==> src/rtl/multi_debounce_pulse.sv <==
`default_nettype none
// ============================================================================
// Module      : multi_debounce_pulse
// Description : Multi-channel button debouncer with edge pulses.  All logic
//               runs on clk.  A divided clock-enable ("tick") paces the
//               stability counters, so every pulse is exactly one clk wide.
//               Optional auto-repeat is enabled by defining the macro
//               AUTOREPEAT_EN.
// Ports       :
//   clk          in   1         system clock, posedge
//   reset_n      in   1         asynchronous active-low reset
//   button       in   CHANNELS  raw asynchronous buttons, active high
//   tick         out  1         one-clk debounce-tick strobe
//   level        out  CHANNELS  debounced button state
//   rise         out  CHANNELS  one-clk pulse on 0->1 (or on auto-repeat)
//   fall         out  CHANNELS  one-clk pulse on 1->0
//   repeat_flag  out  CHANNELS  one-clk pulse marking an auto-repeat rise
//                               (constant 0 without AUTOREPEAT_EN)
// Revision    : 1.0  initial release
// ============================================================================
module multi_debounce_pulse #(
  parameter int CHANNELS     = 4,
  parameter int CLK_DIV      = 124,
  parameter int STABLE_TICKS = 8,
  parameter int SYNC_STAGES  = 2,
  parameter int HOLD_TICKS   = 250,
  parameter int REPEAT_TICKS = 50
) (
  input  logic                clk,
  input  logic                reset_n,
  input  logic [CHANNELS-1:0] button,
  output logic                tick,
  output logic [CHANNELS-1:0] level,
  output logic [CHANNELS-1:0] rise,
  output logic [CHANNELS-1:0] fall,
  output logic [CHANNELS-1:0] repeat_flag
);

  localparam int c_DIV_W = (CLK_DIV > 1) ? $clog2(CLK_DIV) : 1;
  localparam int c_CNT_W = $clog2(STABLE_TICKS + 1);

  localparam logic [c_DIV_W-1:0] c_DIV_LAST = c_DIV_W'(CLK_DIV - 1);
  localparam logic [c_CNT_W-1:0] c_CNT_LAST = c_CNT_W'(STABLE_TICKS - 1);

`ifdef AUTOREPEAT_EN
  localparam int c_RCNT_MAX = (HOLD_TICKS > REPEAT_TICKS) ? HOLD_TICKS : REPEAT_TICKS;
  localparam int c_RCNT_W   = $clog2(c_RCNT_MAX + 1);

  localparam logic [c_RCNT_W-1:0] c_HOLD   = c_RCNT_W'(HOLD_TICKS);
  localparam logic [c_RCNT_W-1:0] c_REPEAT = c_RCNT_W'(REPEAT_TICKS);
`endif

  // Elaboration-time sanity check of the configuration.
  if (CLK_DIV < 2 || STABLE_TICKS < 1 || SYNC_STAGES < 2 ||
      HOLD_TICKS < 1 || REPEAT_TICKS < 1) begin : g_param_check
    $error("multi_debounce_pulse: illegal parameter combination");
  end

  // --------------------------------------------------------------------------
  // Tick divider.  r_tick is registered, so it is high in the cycle after
  // r_div reaches CLK_DIV-1; the first tick lands CLK_DIV cycles after reset.
  // --------------------------------------------------------------------------
  logic [c_DIV_W-1:0] r_div;
  logic               r_tick;

  always_ff @(posedge clk or negedge reset_n) begin
    if (!reset_n) begin
      r_div  <= '0;
      r_tick <= 1'b0;
    end else begin
      r_tick <= (r_div == c_DIV_LAST);
      if (r_div == c_DIV_LAST) begin
        r_div <= '0;
      end else begin
        r_div <= r_div + 1'b1;
      end
    end
  end

  assign tick = r_tick;

  // --------------------------------------------------------------------------
  // Per-channel synchroniser, stability counter and pulse generation.
  // --------------------------------------------------------------------------
  for (genvar i = 0; i < CHANNELS; i++) begin : g_ch
    logic [SYNC_STAGES-1:0] r_sync;
    logic [c_CNT_W-1:0]     r_cnt;
    logic                   r_level;
    logic                   r_rise;
    logic                   r_fall;
    logic                   w_s;
    logic                   w_qual;
    logic                   w_rep_now;

    assign w_s = r_sync[SYNC_STAGES-1];

    // The synchronised input has disagreed with level for STABLE_TICKS
    // consecutive ticks: level flips on this edge.
    assign w_qual = r_tick && (w_s != r_level) && (r_cnt == c_CNT_LAST);

    always_ff @(posedge clk or negedge reset_n) begin
      if (!reset_n) begin
        r_sync  <= '0;
        r_cnt   <= '0;
        r_level <= 1'b0;
        r_rise  <= 1'b0;
        r_fall  <= 1'b0;
      end else begin
        r_sync <= {r_sync[SYNC_STAGES-2:0], button[i]};
        // Pulses default low so each assertion lasts exactly one clk.
        r_rise <= (w_qual && w_s) || w_rep_now;
        r_fall <= w_qual && !w_s;
        if (r_tick) begin
          if (w_s == r_level) begin
            r_cnt <= '0;
          end else if (r_cnt == c_CNT_LAST) begin
            r_level <= w_s;
            r_cnt   <= '0;
          end else begin
            r_cnt <= r_cnt + 1'b1;
          end
        end
      end
    end

    assign level[i] = r_level;
    assign rise[i]  = r_rise;
    assign fall[i]  = r_fall;

`ifdef AUTOREPEAT_EN
    // Auto-repeat: r_rcnt counts ticks while level is high.  r_held marks
    // that the initial HOLD_TICKS interval has elapsed, after which the
    // shorter REPEAT_TICKS interval applies.
    logic [c_RCNT_W-1:0] r_rcnt;
    logic [c_RCNT_W-1:0] w_rcnt_inc;
    logic [c_RCNT_W-1:0] w_rep_target;
    logic                r_held;
    logic                r_rep;

    assign w_rcnt_inc   = r_rcnt + 1'b1;
    assign w_rep_target = r_held ? c_REPEAT : c_HOLD;

    // A qualifying fall on the same tick suppresses the repeat.
    assign w_rep_now = r_tick && r_level && !w_qual && (w_rcnt_inc == w_rep_target);

    always_ff @(posedge clk or negedge reset_n) begin
      if (!reset_n) begin
        r_rcnt <= '0;
        r_held <= 1'b0;
        r_rep  <= 1'b0;
      end else begin
        r_rep <= w_rep_now;
        // w_qual covers both the rising edge (level still 0 here) and a fall.
        if (!r_level || w_qual) begin
          r_rcnt <= '0;
          r_held <= 1'b0;
        end else if (w_rep_now) begin
          r_rcnt <= '0;
          r_held <= 1'b1;
        end else if (r_tick) begin
          r_rcnt <= w_rcnt_inc;
        end
      end
    end

    assign repeat_flag[i] = r_rep;
`else
    assign w_rep_now      = 1'b0;
    assign repeat_flag[i] = 1'b0;
`endif
  end

endmodule
`default_nettype wire

==> config.mk <==
export PLATFORM = sky130hd
export DESIGN_NAME = multi_debounce_pulse
export DESIGN_NICKNAME = d
export VERILOG_FILES = /design/src/rtl/multi_debounce_pulse.sv
export SDC_FILE = /design/constraint.sdc
export NUM_CORES = 1
export LEC_CHECK = 0
export BUFFER_PORTS_ARGS = -buffer_cell sky130_fd_sc_hd__clkbuf_2
export CAP_MARGIN = 20
export CORE_ASPECT_RATIO = 0.7
export CORE_UTILIZATION = 60
export DETAILED_ROUTE_END_ITERATION = 10
export MAX_ROUTING_LAYER = met4
export PLACE_DENSITY = 0.85
export SLEW_MARGIN = 30
export SYNTH_ARGS = -nofsm -noshare
export SYNTH_HDL_FRONTEND = slang
export SYNTH_SLANG_ARGS = --single-unit
==> constraint.sdc <==
create_clock -name clk -period 4.3 [get_ports clk]
set_input_delay 0.645 -clock clk [delete_from_list [all_inputs] [get_ports clk]]
set_output_delay 0.645 -clock clk [all_outputs]
set_load 0.03 [all_outputs]
; ---- Word level (Yosys, flattened, before mapping)
; Cells that the tools add are included.
[word_totals]
reg_bits = 44
latch_bits = 0
ramBits = 0
romBits = 0
wordCells = 77
n_memories = 0
[op_classes]
add_sub_neg = 5
multipliers = 0
div_mod_pow = 0
order_cmp = 0
eq_ne = 13
shifts = 0
n_mux = 9
bitwise = 4
n_reduce_logical = 24
[op_table]
columns = cell, count
row1 = $mux W4, 8
row2 = $add A4 B1 Y4 const B, 4
row3 = $eq A4 B3 Y1 const B, 4
row4 = $logic_and A1 B1 Y1, 16
row5 = $reduce_and A3 Y1, 4
row6 = $add A7 B1 Y7 const B, 1
row7 = $eq A7 B7 Y1 const B, 1
row8 = $mux W7, 1
row9 = $eq A1 B1 Y1, 4
row10 = $logic_not A1 Y1, 4
row11 = $ne A1 B1 Y1, 4
row12 = $not A1 Y1, 4

; ---- Longest topological paths before layout
; Gate-level depths: netlist of the first run.
[depth]
ltp_word = 4
depth_mapped = 4
mapped_depth_nobuf = 4

; ---- Worst setup path before layout of the first run
; OpenSTA, ideal clock, no wires.
[synth_timing]
kind = reg-to-reg
start = register g_ch[0].r_cnt[0]
end = register g_ch[0].r_level
setup_time_ps = 128
arrival_time_ps = 1217
slack_ps = 2955
path_stages_with_launch = 5
n_path_buf = 0
synth_period_minus_slack_ps = 1345
cell_sequence = dfrtp_1 -> ha_1 -> and3b_1 -> nand2_1 -> mux2_1
[synth_between]
elab_chain_cells = 2
[synth_rtl]
columns = item, line_no
row1 = "start, declared", 87  ; logic [c_CNT_W-1:0] r_cnt;
row2 = "start signal, assigned", 120  ; r_cnt <= r_cnt + 1'b1;
row3 = $eq A4 B3 Y1, 116  ; end else if (r_cnt == c_CNT_LAST) begin
row4 = $reduce_and A3 Y1 (no source line), -
row5 = "end signal, assigned", 117  ; r_level <= w_s;
row6 = "end, declared", 88  ; logic r_level;
; No other way between the ends.
; A chain may end at the register's enable or synchronous reset.

; ---- Worst setup path after layout of the first run
[layout_timing]
start = register r_tick (netlist: tick)
end = output tick
[layout_lines]
columns = item, line_no
row1 = "start, declared", 64  ; logic r_tick;
row2 = "start signal, assigned", 71  ; r_tick <= (r_div == c_DIV_LAST);
row3 = "end, declared", 32  ; output logic tick,
; No word-level cell between the ends.

==> results.toml, run 1 <==
[run_status]
status = "finished clean"

[cells_and_area]
n_antenna_cell = 0
fillCellCount = 213
fin_nets = 186
drive_above_1_share = 0.1543
utilization = 0.6931
syn_to_final_growth_pct = 4.789
post-route-cell-area_um2 = 2026

[global_route]
grt_pass1_wl_um = 5264
grt_max_degree = 45
overflow = 0
antenna_found_initial = 0
track_usage = 0.2033
grt_pass1_vias = 1238

[yosys]
synthFlopType = "dfrtp_1"
syn_area_um2 = 1933
ys_ff_latch = 44
synth-edff-count = 0
synth.most_common_cell = "dfrtp_1"
synth_area_leaders = "dfrtp_1 (57%), buf_4 (6.2%), ha_1 (3.2%), nand2_1 (3.1%), nor3b_1 (3.1%)"
ys_top_cells_by_count = "dfrtp_1 (44), buf_4 (16), nand2_1 (16), nor3b_1 (8)"
synthCells = 166
seq_area_frac_synth = 0.5696
synthArstFlopShare = 1.000
synth_cell_type_count = 36
syn_avg_cell_area_um2 = 11.65
yosys_warnings = 0
synth_top_area_cell = "dfrtp_1"
yosysTopAreaCellShare = 0.5696

[clocking]
cts_tree = "yes"
cts_max_level = 2
cts_buffers = 5
clk_pin_slew_ns = 0.07
postCtsSetupRepairBufs = 0
cts.sinks = 44
clk_latency_ns = 0.29
cts-hold-fix-buffers = 0
cts_resized = 0
clock-root-buffer = "clkbuf_8"
cts_max_path_buffers = 2

[power]
p_leak_uw = 0.0009729
power_density_nw_per_um2 = 332.9
peakVddDrop_mv = 0.2445

[sta]
fin_skew_ns = 0.006168
fin_tns_setup_ns = 0
min_period_ns = 2.039
setup_viol = 0
period_share = 0.4742
drv_slew = 0
hold_violations = 0
slew_headroom = 0.5445
rsz0062_at_grt = "no"
tightest_slew_ns = 0.6833
timing.fmax_mhz = 490.4

[critical_path]
criticalPathCategory = "reg -> out"
critPathLaunchType = "flip-flop"
arrival_ns = 1.39
cp_num_buf_inv = 1
slowest_delay_ns = 0.79
cp_max_fo = 24
cp_top_family = "flip-flops"
cp_cell_sequence = "clkbuf_2"
worst_setup_path_end_kind = "output port"
worst_path_max_delay_cell = "dfrtp_1"
required_ns = 3.65

[route]
vias_per_cell = 5.578
ant_nets = 0
wl_per_cell_um = 13.66
route.detailed.drc = 0
dr.pass1.iters = 4
routed_wl_um = 2882
route.vias.total = 1177
drtIter0Drc = 21

[place]
io_buffer_count = 18
place.gp.congestion = 0.6885
dpl.hpwl_um = 2055
dpl_cell_area_um2 = 1948

[floorplanning]
die_w_um = 69.84
start_util = 0.6614
die-height_um = 49.49
rows = 16
io_pins = 23
die_area_um2 = 3456
core-area_um2 = 2923

[hold_path]
hold_path.class = "reg -> reg"

[flow_run]
drv_cap = 0
-- flip-flops by register name, summed over array words and instances, names as in the netlist --
name,flops
g_ch.r_level,4
g_ch.r_sync,8
tick,1
g_ch.r_fall,4
g_ch.r_rise,4
g_ch.r_cnt,16
r_div,7
-- per-stage QoR --
| step | hold WS, ns | std cells | setup slack, ns | power [µW] |
|---|---|---|---|---|
| 3_5_place_dp | 0.3347 | 204 | 2.585 | 448.0 |
| 2_1_floorplan | 0.3312 | 169 | 2.955 | 439.2 |
| 3_3_place_gp | 0.3312 | 204 | 2.604 | 446.7 |
| 4_1_cts | 0.3546 | 211 | 2.271 | 680.7 |
| 6_report | 0.3485 | 211 | 2.261 | 674.3 |
| 5_1_grt | 0.3712 | 211 | 2.137 | 702.7 |
-- metal layers --
layer | track usage | part of all wire | wire [µm] | vias to the layer above
met5 | - | 0 | 0 | -
met2 | 0.3494 | 0.50 | 1451 | 19
met4 | 0.07667 | 0.0073 | 21 | 0
li1 | - | - | - | 572
met3 | 0.04908 | 0.032 | 93 | 3
met1 | 0.2343 | 0.46 | 1316 | 583
-- layout by cell type, fill, tap and decap left out, drive strengths merged, types with 5 or more instances in the layout --
cell type,netlist,layout
ha,5,5
nand3,6,6
nand2,16,16
nor2,7,7
o21ai,8,8
o2bb2ai,6,6
nor3b,8,8
clkbuf,1,24
dfrtp,44,44
-- report_power, final --
group	switching [µW]	total, µW	internal (µW)
sequential	2.69	420	417
combinational	15.1	19.1	3.96
clock	125	235	110
-- area by class of cell --
type	instances	area [µm²]	area share
flip-flops and latches	44	1101	0.5435
multi-input cells	102	694.4	0.3428
repair buffers	18	92.59	0.04571
clock buffers	6	72.57	0.03582
well taps	36	45.04	0.02224
inverters	4	15.01	0.007412
clock inverters	1	5.005	0.002471
-- cells by family after synthesis --
kind of cell,share of synthesized area
AO/OA/AOI/OAI,0.09708
multiplexers,0.02848
other,0.001940
flip-flops,0.5696
adder cells (fa/ha/maj),0.03236
XOR/XNOR,0.04013
AND/OR/NAND/NOR,0.1534
buffers and inverters,0.07702
-- worst paths after layout --
| kind | slack [ns] | startpoint | cells after the start | to |
|---|---|---|---|---|
| worst min-delay path | 0.35 | g_ch[0].r_sync[0] | 0 | g_ch[0].r_sync[1] |
| worst min register to register | 0.35 | g_ch[0].r_sync[0] | 0 | g_ch[0].r_sync[1] |
| min in group asynchronous | 0.37 | reset_n | 1 | g_ch[1].r_cnt[1] |
| worst max-delay path | 2.26 | tick | 1 | tick |
| worst max register to register | 2.62 | tick | 3 | g_ch[0].r_cnt[0] |
| max in group asynchronous | 3.54 | reset_n | 1 | g_ch[2].r_rise |
Note: power is estimated with default switching activity, not from simulation.
==> inputs of run 2 (changes only) <==
- CORE_UTILIZATION: 60 -> 51
- PLACE_DENSITY: 0.85 -> 0.77
- clock period: 4.3 -> 1.6 ns (I/O delays scaled with it)
==> run 2 against run 1 <==
  * Sequential share of layout area fell by 1.4 points
  * Critical path depth is 3 higher
  * Final cell count up 8.1%
  * Clock power rose to 2.9 times the previous value
  * Setup slack worse by 2.1 ns
  * Global-route usage shrank 2.7 points
  * Count of clock-buffer cells in the layout is 2 higher
  * Core utilization shrank 11 points
  * Design area increased by 2.7%
  * Largest cell class unchanged
  * Largest power group unchanged
==> results.toml, run 2 (synthesis results as in run 1) <==
[global_route]
antenna_found_initial = 0
grt_pass1_wl_um = 4878
grt_pass1_vias = 1133
grt_max_degree = 45
track_usage = 0.1758
overflow = 0

[critical_path]
arrival_ns = 1.62
worst_path_max_delay_cell = "dfrtp_1"
required_ns = 1.76
r2r-start = "g_ch[3].r_cnt[0]"
cp_cell_sequence = "ha_1, and3b_1, nand2_1, mux2_1"
cp_max_fo = 4
criticalPathCategory = "reg -> reg"
setup.worst_path.start = "g_ch[3].r_cnt[0]"
slowest_delay_ns = 0.42
worst_setup_path_end_kind = "flip-flop"
critPathLaunchType = "flip-flop"

[floorplanning]
rows = 18
core-area_um2 = 3581
io_pins = 23
die_w_um = 75.59
start_util = 0.5398
die_area_um2 = 4045
die-height_um = 53.51

[cells_and_area]
largest_reg_flops = 16
largestRegisters = "g_ch.r_cnt x16, g_ch.r_sync x8, r_div x7"
fillCellCount = 287
syn_to_final_growth_pct = 7.638
drive_above_1_share = 0.1629
layout_common_cells = "dfrtp_1 (44), clkbuf_2 (18), nand2_1 (16)"
regMostFlops = "g_ch.r_cnt"
fin_nets = 188
final_common_cell = "dfrtp_1"
n_antenna_cell = 0

[route]
drtIter0Drc = 36
route.detailed.drc = 0
vias_per_cell = 5.197
routed_wl_um = 2872
route.vias.total = 1185
wl_per_cell_um = 12.60
ant_nets = 0
dr.pass1.iters = 4

[clocking]
cts_resized = 0
postCtsSetupRepairBufs = 0
cts_buffers = 5
clk_latency_ns = 0.28
cts_max_path_buffers = 2
cts_tree = "yes"
cts_max_level = 2
clock-root-buffer = "clkbuf_8"
cts.sinks = 44
cts-hold-fix-buffers = 0
clk_pin_slew_ns = 0.07

[sta]
setup_viol = 0
holdWs_ns = 0.02408
timing.fmax_mhz = 686.5
rsz0062_at_grt = "no"
period_share = 0.9104
slew_headroom = 0.6434
fin_skew_ns = 0.005005
fin_tns_setup_ns = 0
min_period_ns = 1.457
layout_setup_ws_ns = 0.1434
hold_violations = 0
drv_slew = 0
tightest_slew_ns = 0.5349

[place]
pre_cts_slack_ns = 0.1683
place.gp.congestion = 0.7665
io_buffer_count = 18
dpl.hpwl_um = 2041

[power]
seq_power_share = 0.605
power_density_nw_per_um2 = 895.9
cell_internal_pwr_uw = 1485
switching_share = 0.2034
p_leak_uw = 0.0009898
clkPwrFrac = 0.366
pwr-share-comb = 0.028
power.switching_uw = 379.2
peakVddDrop_mv = 0.5646

[run_status]
status = "finished clean"

[flow_run]
drv_cap = 0

[hold_path]
hold_path.class = "in -> async"
[run 2: area by class of cell]
cell class,instances,area [µm²],area share
tap,50,62.56,0.03007
timing repair buffer,20,117.6,0.05652
inverter,4,15.01,0.007216
clock buffer,8,90.09,0.04330
sequential,44,1101,0.5292
multi-input combinational,102,694.4,0.3337
[run 2: layer usage]
layer  vias up  routed length [µm]  track usage  part of all wire
met2        22                1392       0.2723              0.48
met4         0                  38      0.08025             0.013
met1       582                1332       0.2093              0.46
li1        575                   -            -                 -
met3         6                 108      0.05905             0.038
met5         -                   0            -                 0
[run 2: per-stage QoR]
step	std cells	total power (µW)	area (µm²)	util
CTS	228	1896	2081	0.5811
global placement	220	1203	1991	0.5559
global route	228	1951	2081	0.5811
floorplan	169	1180	1944	-
detailed placement	220	1205	1991	0.5559
finish	228	1864	2081	0.5811
[run 2: power groups by stage]
stage                     Combinational (µW)  Sequential (µW)  Clock [µW]
final                                   52.7             1130         683
after global routing                    60.7             1130         761
after CTS                               54.6             1130         713
after detailed placement                54.7             1150           0
after global placement                  52.9             1150           0
after floorplan                         30.7             1150           0
[run 2: path summary, 6_finish.rpt]
check                                    endpoint  slack (ns)  cells after the start
worst max-delay path              g_ch[3].r_level        0.14                      4
worst min-delay path               g_ch[0].r_rise        0.02                      2
worst max register to register    g_ch[3].r_level        0.14                      4
worst min register to register  g_ch[1].r_sync[1]        0.35                      0
max in group asynchronous                r_div[2]        1.21                      2
min in group clk                g_ch[2].r_sync[0]        0.06                      1
[run 2: critical path, delay by kind of cell (launching register included)]
kind                     cells  cell delay [ns]
flip-flops                   1             0.42
multiplexers                 1             0.34
AND/OR/NAND/NOR              2             0.32
adder cells (fa/ha/maj)      1             0.25
==> inputs of run 3 (changes only) <==
- ABC_AREA: not set -> 1
- CORE_UTILIZATION: 51 -> 52
- PLACE_DENSITY: 0.77 -> 0.78
==> run 3 against run 2 <==
  * Area after synthesis is 9.3% higher
  * Non-clock buffer count is 1 lower
  * Die area is 6.9% higher
  * Count of clock-buffer cells in the layout is 2 lower
==> results.toml, run 3 <==
[global_route]
antenna_found_initial = 0
grt_max_degree = 45
grt_pass1_vias = 1216
overflow = 0
track_usage = 0.1670
grt_pass1_wl_um = 5423

[critical_path]
r2r_setup_slack_ns = 0.40
r2r-start = "tick"
arrival_ns = 1.18
required_ns = 1.36
r2r_end = "g_ch[0].r_level"
r2r_cells = 5
slowest_delay_ns = 0.61
cp_max_fo = 10
cp_num_buf_inv = 1
worst_setup_path_end_kind = "output port"
worst_path_max_delay_cell = "dfrtp_1"
critPathLaunchType = "flip-flop"
cp_top_family = "flip-flops"
criticalPathCategory = "reg -> out"
cp_cell_sequence = "clkbuf_2"

[power]
power_density_nw_per_um2 = 816.3
p_leak_uw = 0.001226
peakVddDrop_mv = 0.4685

[route]
ant_nets = 0
wl_per_cell_um = 10.28
routed_wl_um = 3156
vias_per_cell = 4.713
drtIter0Drc = 76
route.vias.total = 1447
dr.pass1.iters = 4
route.detailed.drc = 0

[cells_and_area]
final_common_cell = "nand2_1"
largest_reg_flops = 16
utilization = 0.6016
fillCellCount = 328
layout_common_cells = "nand2_1 (82), dfrtp_1 (44), inv_1 (28)"
largestRegisters = "g_ch.r_cnt x16, g_ch.r_sync x8, r_div x7"
finalNonFillerCells = 307
regMostFlops = "g_ch.r_cnt"
syn_to_final_growth_pct = 5.213
n_antenna_cell = 0
drive_above_1_share = 0.1751
fin_nets = 268

[yosys]
synthArstFlopShare = 1.000
synth_top_area_cell = "dfrtp_1"
seq_area_frac_synth = 0.5213
synth_area_leaders = "dfrtp_1 (52%), nand2_1 (15%), buf_4 (6.0%), inv_1 (5.0%), nand3_1 (4.7%)"
yosys_warnings = 0
synthCells = 246
synth.most_common_cell = "nand2_1"
ys_top_cells_by_count = "nand2_1 (82), dfrtp_1 (44), inv_1 (28), nand3_1 (20), buf_4 (17)"
synth_cell_type_count = 19
syn_area_um2 = 2112
synth-edff-count = 0
synthFlopType = "dfrtp_1"
ys_ff_latch = 44
syn_avg_cell_area_um2 = 8.585
yosysTopAreaCellShare = 0.5213

[clocking]
postCtsSetupRepairBufs = 0
clk_latency_ns = 0.28
cts_resized = 0
cts_tree = "yes"
clock-root-buffer = "clkbuf_8"
cts_buffers = 5
cts_max_level = 2
cts-hold-fix-buffers = 0
cts.sinks = 44
clk_pin_slew_ns = 0.08
cts_max_path_buffers = 2

[floorplanning]
io_pins = 23
rows = 18
start_util = 0.5718
core-area_um2 = 3694
die_w_um = 78.17
die-height_um = 55.32
die_area_um2 = 4324

[sta]
period_share = 0.8901
fin_skew_ns = 0.004843
fin_tns_setup_ns = 0
min_period_ns = 1.424
tightest_slew_ns = 0.5332
rsz0062_at_grt = "no"
slew_headroom = 0.6446
setup_viol = 0
hold_violations = 0
drv_slew = 0
layout_setup_ws_ns = 0.1759
timing.fmax_mhz = 702.2
holdWs_ns = 0.01959

[place]
io_buffer_count = 18
dpl.hpwl_um = 2261
place.gp.congestion = 0.8238
pre_cts_slack_ns = 0.4232
dpl.cell_count = 300

[run_status]
status = "finished clean"

[flow_run]
drv_cap = 0

[hold_path]
hold_path.class = "in -> async"
[run 3: changes by cell type after synthesis, moves of 6 or more]
cell       before  now
nor2_1          7   13
o2bb2ai_1       6    0
nand3_1         6   20
inv_1           4   28
nor3b_1         8    0
nor2_2          0    9
nand2_1        16   82
[run 3: report_power, final]
group / switching, µW / internal [µW] / total (µW)
Combinational: 40.5 / 8.90 / 49.4
Sequential: 6.22 / 1120 / 1130
Clock: 340 / 297 / 637
Total: 387 / 1430 / 1810
[run 3: how the worst max path moves through the flow]
stage,from,endpoint,slack (ns),cells past startpoint
after global routing,tick,tick,0.13,1
after global placement,tick,g_ch[0].r_level,0.45,5
final,tick,tick,0.18,1
after detailed placement,tick,g_ch[0].r_level,0.42,5
after CTS,tick,tick,0.18,1
after floorplan,tick,g_ch[1].r_level,0.48,6
[run 3: stage by stage]
| step | power [µW] | area, µm² |
|---|---|---|
| after global routing | 1894 | 2222 |
| after CTS | 1834 | 2222 |
| after detailed placement | 1201 | 2145 |
| after floorplan | 1177 | 2123 |
| final | 1814 | 2222 |
| after global placement | 1200 | 2145 |
[run 3: cell families after synthesis]
logic type	synth area share
buffers and inverters	0.1197
XOR/XNOR	0.02073
other	0.001776
adder cells (fa/ha/maj)	0.02962
AND/OR/NAND/NOR	0.2927
AO/OA/AOI/OAI	0.01422
flip-flops	0.5213
[run 3: area by class of cell]
cell class                      instances  area, µm²  area share
Multi-Input combinational cell        157      769.5      0.3463
Timing Repair Buffer                   19      97.59     0.04392
Tap cell                               50      62.56     0.02815
Clock inverter                          1      5.005    0.002252
Clock buffer                            6      72.57     0.03266
Sequential cell                        44       1101      0.4955
Inverter                               30      113.9     0.05124
[run 3: routing by layer]
layer  up-vias  part of all wire  GRT usage
met1       650              0.53     0.2402
met3         5             0.045    0.04959
li1        759                 -          -
met5         -                 0          -
met2        33              0.42     0.2281
met4         0            0.0073    0.04762
